## config.mk

```make
export PLATFORM = sky130hd
export DESIGN_NAME = apb_frame_decoder
export DESIGN_NICKNAME = d
export VERILOG_FILES = /design/src/rtl/apb_rah_pkg.sv /design/src/rtl/apb_skid_buf2.sv /design/src/rtl/apb_frame_decoder.sv
export SDC_FILE = /design/constraint.sdc
export NUM_CORES = 1
export LEC_CHECK = 0
export BUFFER_PORTS_ARGS = -buffer_cell sky130_fd_sc_hd__buf_2
export CAP_MARGIN = 15
export CORE_MARGIN = 2
export CORE_UTILIZATION = 25
export CTS_CLUSTER_DIAMETER = 120
export DETAILED_ROUTE_END_ITERATION = 8
export PLACE_DENSITY = 0.47
export REMOVE_ABC_BUFFERS = 1
export SYNTH_ARGS = -nofsm -noshare
export SYNTH_HDL_FRONTEND = slang
export SYNTH_HIERARCHICAL = 1
export SYNTH_SLANG_ARGS = --single-unit
```

## constraint.sdc

```tcl
create_clock -name clk -period 2.75 [get_ports clk]
set_clock_uncertainty 0.1 [all_clocks]
set_input_delay 0.275 -clock clk [delete_from_list [all_inputs] [get_ports clk]]
set_output_delay 0.275 -clock clk [all_outputs]
set_load 0.1 [all_outputs]
```

## src/rtl/apb_rah_pkg.sv

```systemverilog
// Shared definitions for the RAH frame decoder: header field offsets, header
// payload size and the decoder state encoding.
package apb_rah_pkg;

    // Field offsets are counted down from the frame MSB so they hold for any frame width.
    localparam int CFG_BIT    = 0;
    localparam int SLV_ID_MSB = 1;
    localparam int HDR_BYTES  = 4;

    typedef enum logic {
        HDR  = 1'b0,
        DATA = 1'b1
    } state_t;

    function automatic int rw_bit(input int slv_id_width);
        return SLV_ID_MSB + slv_id_width;
    endfunction

    function automatic int len_msb(input int slv_id_width);
        return rw_bit(slv_id_width) + 1;
    endfunction

endpackage

```

## src/rtl/apb_skid_buf2.sv

```systemverilog
// Two-entry register FIFO; entry 0 is always the head and is visible combinationally.
module apb_skid_buf2 #(
    parameter int WIDTH = 48
) (
    input  logic             clk,
    input  logic             rst_n,
    input  logic             wr_en,
    input  logic [WIDTH-1:0] wr_data,
    input  logic             pop,
    output logic [WIDTH-1:0] head,
    output logic [1:0]       count
);

    logic [WIDTH-1:0] mem0;
    logic [WIDTH-1:0] mem1;

    assign head = mem0;

    // The writer never pushes into a full buffer without a pop in the same cycle.
    always_ff @(posedge clk or negedge rst_n) begin
        if (!rst_n) begin
            mem0  <= '0;
            mem1  <= '0;
            count <= 2'd0;
        end else begin
            case ({wr_en, pop})
                2'b10: begin
                    if (count == 2'd0) mem0 <= wr_data;
                    else               mem1 <= wr_data;
                    count <= count + 2'd1;
                end
                2'b01: begin
                    mem0  <= mem1;
                    count <= count - 2'd1;
                end
                2'b11: begin
                    if (count == 2'd1) begin
                        mem0 <= wr_data;
                    end else begin
                        mem0 <= mem1;
                        mem1 <= wr_data;
                    end
                end
                default: ;
            endcase
        end
    end

endmodule

```

## src/rtl/apb_frame_decoder.sv

```systemverilog
// Parses RAH header frames from the APB-side FIFO and emits one annotated beat
// per frame with byte counts and last-beat marking on a valid/ready stream.
module apb_frame_decoder #(
    parameter int PACKET_WIDTH = 48,
    parameter int SLV_ID_WIDTH = 7,
    parameter int LENGTH_WIDTH = 7,
    parameter int HDR_BYTES    = apb_rah_pkg::HDR_BYTES,
    parameter int FRAME_BYTES  = PACKET_WIDTH / 8
) (
    input  logic                    clk,
    input  logic                    rst_n,
    input  logic                    f_empty,
    output logic                    rd_en,
    input  logic [PACKET_WIDTH-1:0] f_data,
    output logic                    o_valid,
    input  logic                    o_ready,
    output logic                    o_hdr,
    output logic                    o_last,
    output logic                    o_cfg_sel,
    output logic [SLV_ID_WIDTH-1:0] o_slv_id,
    output logic                    o_rw,
    output logic [LENGTH_WIDTH-1:0] o_length,
    output logic [PACKET_WIDTH-1:0] o_data,
    output logic [LENGTH_WIDTH-1:0] o_bytes,
    output logic                    o_busy
);
    import apb_rah_pkg::*;

    localparam int LW1     = LENGTH_WIDTH + 1;
    localparam int CFG_POS = PACKET_WIDTH - 1 - CFG_BIT;
    localparam int SLV_POS = PACKET_WIDTH - 1 - SLV_ID_MSB;
    localparam int RW_POS  = PACKET_WIDTH - 1 - rw_bit(SLV_ID_WIDTH);
    localparam int LEN_POS = PACKET_WIDTH - 1 - len_msb(SLV_ID_WIDTH);

    state_t                  state;
    logic [LENGTH_WIDTH-1:0] rem;
    logic                    inflight;
    logic [1:0]              buf_cnt;
    logic [PACKET_WIDTH-1:0] head;
    logic                    lat_cfg;
    logic                    lat_rw;
    logic [SLV_ID_WIDTH-1:0] lat_slv;
    logic [LENGTH_WIDTH-1:0] lat_len;
    logic                    h_cfg;
    logic                    h_rw;
    logic [SLV_ID_WIDTH-1:0] h_slv;
    logic [LENGTH_WIDTH-1:0] h_len;
    logic                    xfer;
    logic                    last_c;
    logic [LENGTH_WIDTH-1:0] bytes_c;

    apb_skid_buf2 #(.WIDTH(PACKET_WIDTH)) u_buf (
        .clk     (clk),
        .rst_n   (rst_n),
        .wr_en   (inflight),
        .wr_data (f_data),
        .pop     (xfer),
        .head    (head),
        .count   (buf_cnt)
    );

    assign h_cfg = head[CFG_POS];
    assign h_slv = head[SLV_POS -: SLV_ID_WIDTH];
    assign h_rw  = head[RW_POS];
    assign h_len = head[LEN_POS -: LENGTH_WIDTH];

    // Reads stop once buffered plus in-flight frames could fill both entries.
    assign rd_en   = rst_n && !f_empty && (({1'b0, buf_cnt} + {2'b00, inflight}) < 3'd2);
    assign o_valid = (buf_cnt != 2'd0);
    assign xfer    = o_valid && o_ready;

    // Comparisons at LENGTH_WIDTH+1 bits so large constants never wrap.
    always_comb begin
        bytes_c = '0;
        last_c  = 1'b0;
        if (state == HDR) begin
            if ({1'b0, h_len} <= LW1'(HDR_BYTES)) begin
                bytes_c = h_len;
                last_c  = 1'b1;
            end else begin
                bytes_c = LENGTH_WIDTH'(HDR_BYTES);
            end
        end else begin
            if ({1'b0, rem} <= LW1'(FRAME_BYTES)) begin
                bytes_c = rem;
                last_c  = 1'b1;
            end else begin
                bytes_c = LENGTH_WIDTH'(FRAME_BYTES);
            end
        end
    end

    assign o_hdr     = o_valid && (state == HDR);
    assign o_last    = o_valid && last_c;
    assign o_bytes   = o_valid ? bytes_c : '0;
    assign o_data    = head;
    assign o_cfg_sel = (state == HDR) ? h_cfg : lat_cfg;
    assign o_slv_id  = (state == HDR) ? h_slv : lat_slv;
    assign o_rw      = (state == HDR) ? h_rw  : lat_rw;
    assign o_length  = (state == HDR) ? h_len : lat_len;
    assign o_busy    = (state == DATA) || (buf_cnt != 2'd0);

    always_ff @(posedge clk or negedge rst_n) begin
        if (!rst_n) begin
            state    <= HDR;
            rem      <= '0;
            inflight <= 1'b0;
            lat_cfg  <= 1'b0;
            lat_rw   <= 1'b0;
            lat_slv  <= '0;
            lat_len  <= '0;
        end else begin
            inflight <= rd_en;
            if (xfer) begin
                case (state)
                    HDR: begin
                        lat_cfg <= h_cfg;
                        lat_rw  <= h_rw;
                        lat_slv <= h_slv;
                        lat_len <= h_len;
                        if (!last_c) begin
                            rem   <= h_len - LENGTH_WIDTH'(HDR_BYTES);
                            state <= DATA;
                        end
                    end
                    DATA: begin
                        rem <= rem - bytes_c;
                        if (last_c) state <= HDR;
                    end
                    default: state <= HDR;
                endcase
            end
        end
    end

endmodule

```

==> flow_summary.toml <==
[setup_path]
critPathKind = "flip-flop to flip-flop"
cp_max_fo = 4
reg2reg_depth = 10
rr_endpoint = "rem[6]$_DFFE_PN0P_"
arrival_ns = 2.80
startpoint_type = "flip-flop"
rrSetupSlack_ns = 0.17
cp-end-kind = "flip-flop"
worst_ep_required_time_ns = 2.97
startpoint = "u_buf/head[35]$_DFFE_PN0P_"
reg2reg_from = "u_buf/head[35]$_DFFE_PN0P_"

[yosys]
postSynthAreaPerCell_um2 = 10.20
yosysSeqAreaShare_pct = 50.03
ys_seq_elements = 123
syn-cell-area_um2 = 6152
ys_types = 43
synthCells = 603
yosys_warnings = 6

[clock_network]
root_buffer = "clkbuf_16"
cts_buffer_depth = 2
cts_tree = "done"
h-tree-depth = 4
clk_latency_ns = 0.41
clock-sinks = 123
clk_pin_slew_ns = 0.06
cts_made_buffers = 17

[run]
cap_violations = 0

[hold_path]
hold_class = "primary input to flip-flop"
whs_endpoint = "u_buf/mem1[11]$_DFFE_PN0P_"
hold_path_depth = 2
hold_start = "f_data[11]"

[grt]
antenna_found_initial = 0
grt_first_pass_wirelength_um = 29310
grt_pass1_vias = 5230
grt_start_max_net_pins = 124
grt_overflow = 0
grt_usage_pct = 14.50

[outcome]
status = "finished, final reports clean"

[final_layout]
fin_nets = 816
diodes = 0
layout-drive-gt1-share_pct = 34.25
nFillCells = 2541
synthToLayoutAreaGrowth_pct = 31.12

[sta]
period_needed_ns = 2.582
setup_viol = 0
hold_viol_final = 0
tns_ns = 0
post-route-period-util_pct = 93.89
fmax_mhz = 387.3
fin_ws_ns = 0.1679
tightest_slew_ns = 0.9357
slew_headroom_pct = 37.49
slew_viol_final = 0

[floorplanning]
dieArea_um2 = 25880
initial_utilization_pct = 25.37
ios = 128
rows = 57
fp.dieH_um = 160.9
core_um2 = 24250
die_x_um = 160.9

[placed_design]
gp_congestion = 0.7827
place_ws_ns = 0.1066
dp_hpwl_um = 11410
portBuffers = 124

[routing]
vias_per_cell = 4.738
wire_per_inst_um = 16.76
drt_pass1_iterations = 4
drt_iter0_drc = 205
wl_met3_um = 904
routed.top_layer = "met4"
detailroute.wirelength.met2_um = 8471
wl_um = 18200
vias = 5145
drc = 0
met1_length_um = 8646
ant_nets = 0
## Yosys cell counts, drive strengths merged
cell,n,share of area [%]
a211o,1,0.14
a211oi,1,0.20
a21o,2,0.24
a21oi,55,4.5
a31oi,48,4.9
and2,5,0.51
and4b,1,0.16
buf,20,2.6
clkbuf,32,2.0
conb,2,0.12
dfrtp,123,50
fa,1,0.33
ha,13,2.6
inv,12,0.73
mux2,62,13
mux2i,3,0.49
nand2,62,3.9
nand2b,1,0.10
nand3,3,0.24
nand4b,1,0.14
nor2,18,1.1
nor2b,5,0.51
nor3,4,0.33
nor3b,1,0.12
nor4,3,0.55
o211ai,1,0.12
o21a,1,0.12
o21ai,109,8.9
o22ai,2,0.20
o31a,1,0.14
o41a,1,0.18
or3,2,0.20
xnor2,6,0.85
xor2,1,0.14
## layout by cell type (no fill, tap or decap), drive strengths merged, types with 2 or more instances in the layout
cell type    count
nor2b            5
buf            151
dfrtp          123
or3              2
clkbuf          22
nor4             3
nor2            18
conb             4
a21oi           55
nor3             4
a21o             2
ha              13
a31oi           48
dlygate4sd3     27
and2             5
inv             12
o22ai            2
mux2i            3
o21ai          109
xnor2            6
mux2            62
clkinv           7
nand3            3
nand2           62
## area by class of cell
class	count	area [µm²]	area share, %
clock buffer	22	464.2	5.755
clock inverter	9	72.57	0.8996
inverter	12	45.04	0.5584
multi-input combinational	418	2789	34.57
sequential	123	3080	38.19
tap	324	405.4	5.026
timing repair buffer	178	1210	15.00
## flip-flops by register name, summed over array words and instances, names as in the netlist
signal / count
lat_cfg: 1
rem: 7
state: 1
lat_len: 7
inflight: 1
lat_rw: 1
u_buf/head: 48
u_buf/mem1: 48
u_buf/count: 2
lat_slv: 7
## per-stage QoR
stage	area, µm²	util, %	cells	hold WS (ns)
after floorplan	5878	-	553	-0.1206
after global placement	7241	29.86	1027	0.3536
after detailed placement	7241	29.86	1027	0.3487
after CTS	8048	33.19	1085	0.001264
after global routing	8066	33.27	1086	0.001614
final	8066	33.27	1086	0.01978
## layer usage
layer / GRT usage, % / up-vias
li1: - / 2453
met1: 19.42 / 2538
met2: 23.55 / 139
met3: 3.512 / 15
met4: 3.734 / 0
met5: 0 / -
## repair_timing
item,4_1_cts,5_1_grt
endpoints found under the setup margin,0,1
hold buffers,27,0
buffers inserted,0,1
resized for setup,0,5
endpoints found under the hold margin,150,0
## worst max-delay path by stage
stage	to	slack, ns	cells after the start
global route	rem[6]$_DFFE_PN0P_	-0.03	10
finish	rem[6]$_DFFE_PN0P_	0.17	10
global placement	rem[6]$_DFFE_PN0P_	0.16	10
floorplan	u_buf/head[0]$_DFFE_PN0P_	-1.87	8
detailed placement	rem[6]$_DFFE_PN0P_	0.11	10
CTS	rem[6]$_DFFE_PN0P_	0.09	10
## worst max-delay path, cell delays in order, from the launching register on
cell	delay [ns]
dfrtp_1	0.37
inv_1	0.09
ha_1	0.15
nor3b_1	0.29
o21ai_2	0.09
o22ai_1	0.22
ha_1	0.32
a21o_1	0.19
o41a_1	0.32
mux2i_1	0.13
a211oi_2	0.21
## logic make-up after synthesis
kind of cell    after synthesis  synth area share [%]
mux                          65                 13.06
xor+xnor                      7                0.9966
fa+ha+maj                    14                 2.969
flops                       123                 50.03
simple gates                106                 7.871
compound gates              222                 19.65
other cells                   2                0.1221
buf+inv                      64                 5.308
Power is left out: the tool's default activity adds up to more than one toggle a clock period on the data nets, which glitch-free logic cannot reach.
